==> src/rtl/mcu_mem_arbiter_pkg.sv <==
// Shared definitions for the MCU data-memory arbiter: FSM state encoding and
// the req/ack protocol constants used by the arbiter and its round-robin picker.
package mem_arb_pkg;

   typedef enum logic [1:0] {
      ST_IDLE  = 2'd0,
      ST_ISSUE = 2'd1,
      ST_WAIT  = 2'd2,
      ST_RESP  = 2'd3
   } arb_state_e;

   localparam logic REQ_ACTIVE = 1'b1;
   localparam logic WE_WRITE   = 1'b1;

endpackage

==> src/rtl/mcu_mem_arbiter_if.sv <==
// Requester/memory bus of the MCU memory arbiter. The slave modport is the
// arbiter; the master modport is the requester + memory-macro side.
interface mcu_mem_arbiter_if #(
   parameter int N_REQ = 3,
   parameter int AW    = 8,
   parameter int DW    = 8
);
   logic [N_REQ-1:0]    req;
   logic [N_REQ-1:0]    we;
   logic [N_REQ*AW-1:0] addr;
   logic [N_REQ*DW-1:0] wdata;
   logic [N_REQ-1:0]    gnt;
   logic [N_REQ-1:0]    ack;
   logic [DW-1:0]       rdata;
   logic                err;
   logic                mem_en;
   logic                mem_we;
   logic [AW-1:0]       mem_addr;
   logic [DW-1:0]       mem_wdata;
   logic [DW-1:0]       mem_rdata;

   modport slave (
      input  req, we, addr, wdata, mem_rdata,
      output gnt, ack, rdata, err, mem_en, mem_we, mem_addr, mem_wdata
   );

   modport master (
      output req, we, addr, wdata, mem_rdata,
      input  gnt, ack, rdata, err, mem_en, mem_we, mem_addr, mem_wdata
   );
endinterface

==> src/rtl/mcu_mem_arbiter_rr_picker.sv <==
// Combinational round-robin picker: first asserted request at or after the
// pointer, wrapping from N_REQ-1 back to 0.
module rr_picker
   import mem_arb_pkg::*;
#(
   parameter int N_REQ = 3,
   parameter int IW    = 2
) (
   input  logic [N_REQ-1:0] i_req,
   input  logic [IW-1:0]    i_ptr,
   output logic             o_valid,
   output logic [IW-1:0]    o_owner
);
   int w_idx;

   // Scan from the farthest offset down so the nearest requester wins.
   always_comb begin
      o_valid = 1'b0;
      o_owner = '0;
      w_idx   = 0;
      for (int k = N_REQ - 1; k >= 0; k--) begin
         w_idx = (int'(i_ptr) + k) % N_REQ;
         if (i_req[w_idx] == REQ_ACTIVE) begin
            o_valid = 1'b1;
            o_owner = IW'(w_idx);
         end
      end
   end
endmodule

==> src/rtl/mcu_mem_arbiter.sv <==
// Round-robin arbiter sharing one fixed-latency single-port memory among N_REQ
// requesters. Optional address range check: define MEM_ARB_RANGE_CHECK_EN.
module mcu_mem_arbiter
   import mem_arb_pkg::*;
#(
   parameter int N_REQ     = 3,
   parameter int AW        = 8,
   parameter int DW        = 8,
   parameter int MEM_LAT   = 1,
   parameter int MEM_DEPTH = 256
) (
   input  logic              clk,
   input  logic              rst,
   mcu_mem_arbiter_if.slave  bus
);
   localparam int IW = $clog2(N_REQ);
   localparam int CW = $clog2(MEM_LAT + 1);
`ifdef MEM_ARB_RANGE_CHECK_EN
   localparam bit RANGE_EN = 1'b1;
`else
   localparam bit RANGE_EN = 1'b0;
`endif

   arb_state_e       r_state;
   logic [IW-1:0]    r_ptr;
   logic [IW-1:0]    r_owner;
   logic [CW-1:0]    r_cnt;
   logic [N_REQ-1:0] r_gnt;
   logic [N_REQ-1:0] r_ack;
   logic [DW-1:0]    r_rdata;
   logic             r_err;
   logic             r_mem_en;
   logic             r_mem_we;
   logic [AW-1:0]    r_mem_addr;
   logic [DW-1:0]    r_mem_wdata;

   logic             w_valid;
   logic [IW-1:0]    w_owner;
   logic [AW-1:0]    w_sel_addr;
   logic [DW-1:0]    w_sel_wdata;
   logic             w_oob;

   rr_picker #(.N_REQ(N_REQ), .IW(IW)) u_picker (
      .i_req   (bus.req),
      .i_ptr   (r_ptr),
      .o_valid (w_valid),
      .o_owner (w_owner)
   );

   assign w_sel_addr  = bus.addr[w_owner*AW +: AW];
   assign w_sel_wdata = bus.wdata[w_owner*DW +: DW];
   assign w_oob       = RANGE_EN && (32'(w_sel_addr) >= 32'(MEM_DEPTH));

   function automatic logic [N_REQ-1:0] onehot(input logic [IW-1:0] idx);
      onehot      = '0;
      onehot[idx] = 1'b1;
   endfunction

   always_ff @(posedge clk or negedge rst) begin
      if (!rst) begin
         r_state     <= ST_IDLE;
         r_ptr       <= '0;
         r_owner     <= '0;
         r_cnt       <= '0;
         r_gnt       <= '0;
         r_ack       <= '0;
         r_rdata     <= '0;
         r_err       <= 1'b0;
         r_mem_en    <= 1'b0;
         r_mem_we    <= 1'b0;
         r_mem_addr  <= '0;
         r_mem_wdata <= '0;
      end else begin
         case (r_state)
            ST_IDLE: begin
               if (w_valid) begin
                  r_owner <= w_owner;
                  r_gnt   <= onehot(w_owner);
                  // Out-of-range accesses never touch the memory.
                  if (w_oob) begin
                     r_state <= ST_RESP;
                  end else begin
                     r_state     <= ST_ISSUE;
                     r_mem_en    <= 1'b1;
                     r_mem_we    <= bus.we[w_owner];
                     r_mem_addr  <= w_sel_addr;
                     r_mem_wdata <= w_sel_wdata;
                  end
               end
            end
            ST_ISSUE: begin
               r_mem_en <= 1'b0;
               r_mem_we <= 1'b0;
               if (r_mem_we == WE_WRITE) begin
                  r_state <= ST_RESP;
                  r_ack   <= onehot(r_owner);
               end else begin
                  r_state <= ST_WAIT;
                  r_cnt   <= CW'(MEM_LAT);
               end
            end
            ST_WAIT: begin
               r_cnt <= r_cnt - 1'b1;
               if (r_cnt == CW'(1)) begin
                  r_rdata <= bus.mem_rdata;
                  r_ack   <= onehot(r_owner);
                  r_state <= ST_RESP;
               end
            end
            ST_RESP: begin
               // Entered without ack only from the range-error path: pulse it now.
               if (r_ack == '0) begin
                  r_ack <= onehot(r_owner);
                  r_err <= RANGE_EN;
               end else begin
                  r_ack   <= '0;
                  r_gnt   <= '0;
                  r_err   <= 1'b0;
                  r_ptr   <= (r_owner == IW'(N_REQ - 1)) ? '0 : r_owner + 1'b1;
                  r_state <= ST_IDLE;
               end
            end
            default: r_state <= ST_IDLE;
         endcase
      end
   end

   assign bus.gnt       = r_gnt;
   assign bus.ack       = r_ack;
   assign bus.rdata     = r_rdata;
   assign bus.err       = RANGE_EN ? r_err : 1'b0;
   assign bus.mem_en    = r_mem_en;
   assign bus.mem_we    = r_mem_we;
   assign bus.mem_addr  = r_mem_addr;
   assign bus.mem_wdata = r_mem_wdata;
endmodule

==> src/flat_wrapper.sv <==
// flat-port wrapper written by rule: the top's interface ports become plain ports
module mcu_mem_arbiter_flat import mem_arb_pkg::*;
#(
   parameter int N_REQ     = 3,
   parameter int AW        = 8,
   parameter int DW        = 8,
   parameter int MEM_LAT   = 1,
   parameter int MEM_DEPTH = 256
)
  (clk, rst, bus_req, bus_we, bus_addr, bus_wdata, bus_mem_rdata, bus_gnt, bus_ack, bus_rdata, bus_err, bus_mem_en, bus_mem_we, bus_mem_addr, bus_mem_wdata);
  mcu_mem_arbiter_if #(.N_REQ(N_REQ), .AW(AW), .DW(DW)) bus_i ();
  input  logic clk;
  input  logic rst;
  input wire logic [$bits(bus_i.req)-1:0] bus_req;
  input wire logic [$bits(bus_i.we)-1:0] bus_we;
  input wire logic [$bits(bus_i.addr)-1:0] bus_addr;
  input wire logic [$bits(bus_i.wdata)-1:0] bus_wdata;
  input wire logic [$bits(bus_i.mem_rdata)-1:0] bus_mem_rdata;
  output wire logic [$bits(bus_i.gnt)-1:0] bus_gnt;
  output wire logic [$bits(bus_i.ack)-1:0] bus_ack;
  output wire logic [$bits(bus_i.rdata)-1:0] bus_rdata;
  output wire logic [$bits(bus_i.err)-1:0] bus_err;
  output wire logic [$bits(bus_i.mem_en)-1:0] bus_mem_en;
  output wire logic [$bits(bus_i.mem_we)-1:0] bus_mem_we;
  output wire logic [$bits(bus_i.mem_addr)-1:0] bus_mem_addr;
  output wire logic [$bits(bus_i.mem_wdata)-1:0] bus_mem_wdata;
  assign bus_i.req = bus_req;
  assign bus_i.we = bus_we;
  assign bus_i.addr = bus_addr;
  assign bus_i.wdata = bus_wdata;
  assign bus_i.mem_rdata = bus_mem_rdata;
  assign bus_gnt = bus_i.gnt;
  assign bus_ack = bus_i.ack;
  assign bus_rdata = bus_i.rdata;
  assign bus_err = bus_i.err;
  assign bus_mem_en = bus_i.mem_en;
  assign bus_mem_we = bus_i.mem_we;
  assign bus_mem_addr = bus_i.mem_addr;
  assign bus_mem_wdata = bus_i.mem_wdata;
  mcu_mem_arbiter #(.N_REQ(N_REQ), .AW(AW), .DW(DW), .MEM_LAT(MEM_LAT), .MEM_DEPTH(MEM_DEPTH)) u_core (.clk(clk), .rst(rst), .bus(bus_i));
endmodule
==> config.mk <==
export PLATFORM = sky130hd
export DESIGN_NAME = mcu_mem_arbiter_flat
export DESIGN_NICKNAME = d
export VERILOG_FILES = /design/src/rtl/mcu_mem_arbiter_pkg.sv /design/src/rtl/mcu_mem_arbiter_if.sv /design/src/rtl/mcu_mem_arbiter_rr_picker.sv /design/src/rtl/mcu_mem_arbiter.sv /design/src/flat_wrapper.sv
export SDC_FILE = /design/constraint.sdc
export NUM_CORES = 1
export LEC_CHECK = 0
export CAP_MARGIN = 20
export CORE_MARGIN = 8
export CORE_UTILIZATION = 42
export CTS_CLUSTER_SIZE = 20
export DETAILED_ROUTE_END_ITERATION = 8
export PLACE_DENSITY = 0.9
export SLEW_MARGIN = 20
export SYNTH_ARGS = -nofsm -noshare
export SYNTH_HDL_FRONTEND = slang
export SYNTH_HIERARCHICAL = 1
export SYNTH_SLANG_ARGS = --single-unit
==> constraint.sdc <==
create_clock -name clk -period 2.95 [get_ports clk]
set_input_delay 0.7375 -clock clk [delete_from_list [all_inputs] [get_ports clk]]
set_output_delay 0.7375 -clock clk [all_outputs]
set_load 0.01 [all_outputs]
==> flow_metrics.py <==
metrics = {
    "drt": {
        "detail-route-antenna-nets": 0,
        "drt_iter0_markers": 69,
        "detail_route.first_pass.iterations": 4,
        "vias": 1894,
        "highest_layer": "met4",
        "post_drt_wl_per_cell_um": 16.3,
        "met3_length_um": 617,
        "met2_length_um": 2860,
        "drc_errors": 0,
        "routed_wl_um": 6060,
        "vias_per_cell": 5.09,
        "wl_met1_um": 2540,
    },
    "worst_setup_path": {
        "cp_max_fo": 6,
        "crit_path_start_kind": "input port",
        "required_ns": 3.12,
        "arrival_ns": 2.81,
        "path_class": "input port to flop",
        "r2r_slack_ns": 0.38,
        "worstSetupEndpointType": "flop",
    },
    "pwr": {
        "p_comb_frac": 0.157,
        "power_switching_w": 0.000243,
        "p_leak_nw": 1.42,
        "seqPwrFrac": 0.461,
        "p_int_w": 0.000938,
        "vdd_drop_max_mv": 0.302,
        "powerDensity_nw_per_um2": 353,
        "switching_share": 0.205,
        "pwr-share-clk": 0.382,
    },
    "floorplan": {
        "initial_utilization": 0.434,
        "rows": 26,
        "die_y_um": 88.4,
        "die_area_um2": 7810,
        "die_width_um": 88.4,
        "core_area_um2": 5070,
        "ioPinCount": 97,
    },
    "final_layout": {
        "drive_gt1_frac": 0.0993,
        "layout_commonest_cell": "clkdlybuf4s50_1",
        "nets": 373,
        "syn2layout_area_growth_pct": 52.0,
        "final_cell_mix": "94 x clkdlybuf4s50_1, 39 x dfrtp_1, 21 x nor2_1",
        "fillers": 420,
        "n_antenna_cell": 0,
        "stdcell_count": 372,
    },
    "sta": {
        "hold_violations": 0,
        "timing.final.ws_setup_ns": 0.303,
        "slew_viol_final": 0,
        "max_slew_margin": 0.435,
        "worstMarginPinSlew_ns": 0.848,
        "period_minus_slack_ns": 2.65,
        "max_freq_mhz": 378,
        "clock_skew_ns": 0.00358,
        "finalSetupViolCount": 0,
        "fin_crit_sh": 0.897,
        "rsz0062_at_grt": "no",
        "tns_ns": 0,
    },
    "logic_synthesis": {
        "synth_cell_types": 38,
        "synth-seq-cells": 39,
        "synth_flop_cell": "dfrtp_1",
        "synthTopCellsByArea": "dfrtp_1 44%, mux2i_1 9.1%, a2bb2oi_1 6.8%, mux2_2 4.6%, ha_1 4.5%",
        "synth_nets": 278,
        "syn_inst": 206,
        "synth.top_cell.area_share": 0.443,
        "seq_area_frac_synth": 0.443,
        "yosysTopAreaCell": "dfrtp_1",
        "synth_warnings": 6,
        "syn_area_per_cell_um2": 10.7,
        "synth_edf_count": 0,
        "synth_area_um2": 2200,
        "async_reset_ff_frac": 1.00,
    },
    "grt": {
        "grt_pass1_vias": 1941,
        "grt_start_max_net_pins": 40,
        "track_usage": 0.152,
        "antenna_found_initial": 0,
        "overflow": 0,
        "grt_first_pass_wirelength_um": 9290,
    },
    "placement": {
        "dpl.cell_count": 364,
        "dpl.hpwl_um": 4750,
        "dp_slack_ns": 0.0325,
        "io_buffers": 95,
        "gp_congestion": 0.771,
    },
    "run_status": {
        "run_status": "finished, final reports clean",
    },
    "clocking": {
        "clkSinkCount": 39,
        "clk_latency_ns": 0.28,
        "cts_buffers": 5,
        "clk_pin_slew_worst_paths_ns": 0.07,
        "cts.root.buffer_cell": "clkbuf_8",
        "postCtsHoldBufs": 0,
        "cts_tree": "yes",
        "cts_setup_buffers": 0,
        "clk_path_buf_depth": 2,
        "htreeDepth": 2,
        "cts_resized": 0,
    },
    "flow_run": {
        "cap_viol_max_count": 0,
    },
    "worst_hold_path": {
        "hold_class": "flop to flop",
    },
}
## worst max-delay path, cell delays in order
cell and delay, ns:
clkdlybuf4s50_1 0.51, mux2i_1 0.20, o221ai_1 0.18, o32a_1 0.42, nor2b_1 0.32, nor3_2 0.13
mux2_1 0.33
## power by group through the flow
| stage | registers, W | clock network (W) | logic, W |
|---|---|---|---|
| after global placement | 0.000555 | 0 | 0.000184 |
| after CTS | 0.000545 | 0.000466 | 0.000188 |
| final | 0.000545 | 0.000451 | 0.000185 |
| after detailed placement | 0.000555 | 0 | 0.000187 |
| after floorplan | 0.000558 | 0 | 0.0000594 |
| after global routing | 0.000545 | 0.000490 | 0.000200 |
## state kept, by name, summed over array words and instances, names as in the netlist, 2 cells and up
name / cells
u_core/r_state: 2
u_core/bus.mem_addr: 8
u_core/bus.ack: 3
u_core/bus.rdata: 8
u_core/r_owner: 2
u_core/bus.mem_wdata: 8
u_core/bus.gnt: 3
u_core/r_ptr: 2
## routing by layer
layer	track usage	vias up
met2	0.240	60
met3	0.0752	4
li1	-	936
met1	0.179	894
met5	0	-
met4	0.0430	0
## final timing paths
check / from / endpoint / cells past startpoint
min in group asynchronous: rst / u_core/bus.rdata[4] / 1
setup reg to reg: u_core/r_ptr[1] / u_core/bus.gnt[1] / 8
setup / recovery: bus_req[1] / u_core/bus.gnt[1] / 7
max in group asynchronous: rst / u_core/bus.mem_wdata[0] / 1
hold / removal: u_core/bus.gnt[2] / u_core/bus.gnt[2] / 1
hold reg to reg: u_core/bus.gnt[2] / u_core/bus.gnt[2] / 1
## cell usage after synthesis, types with 2 or more instances
cell and instances:
a21oi_1 17, a2bb2oi_1 17, a32o_1 2, buf_2 6, buf_4 2, clkbuf_1 3
dfrtp_1 39, ha_1 8, inv_1 8, mux2_1 4, mux2_2 9, mux2i_1 20
nand2_1 9, nor2_1 21, nor2b_1 7, nor3_2 2, nor3b_1 2, nor4b_4 2
o21ai_0 7, o31ai_1 2, o32a_1 2
## through the flow
stage	total power [W]	area, µm²	utilization	hold slack [ns]
after floorplan	0.000618	2200	-	0.442
after global placement	0.000738	3230	0.636	0.485
after detailed placement	0.000742	3230	0.636	0.484
after CTS	0.00120	3350	0.659	0.513
after global routing	0.00124	3350	0.659	0.523
final	0.00118	3350	0.659	0.504
## cells by family after synthesis
| group | Yosys count | synth area share |
|---|---|---|
| multiplexers | 33 | 0.157 |
| XOR/XNOR | 1 | 0.00398 |
| buffers and inverters | 20 | 0.0443 |
| AND/OR/NAND/NOR | 49 | 0.125 |
| AO/OA/AOI/OAI | 55 | 0.179 |
| flip-flops | 39 | 0.443 |
| other | 1 | 0.00170 |
| adder cells (fa/ha/maj) | 8 | 0.0455 |
## area by class of cell
cell class	count	area [µm²]	share of cell area
tap	70	87.6	0.0262
sequential	39	976	0.292
multi-input combinational	147	1140	0.340
timing repair buffer	100	996	0.298
inverter	8	30.0	0.00898
clock buffer	6	82.6	0.0247
clock inverter	2	35.0	0.0105
(Power assumes the default switching activity.)
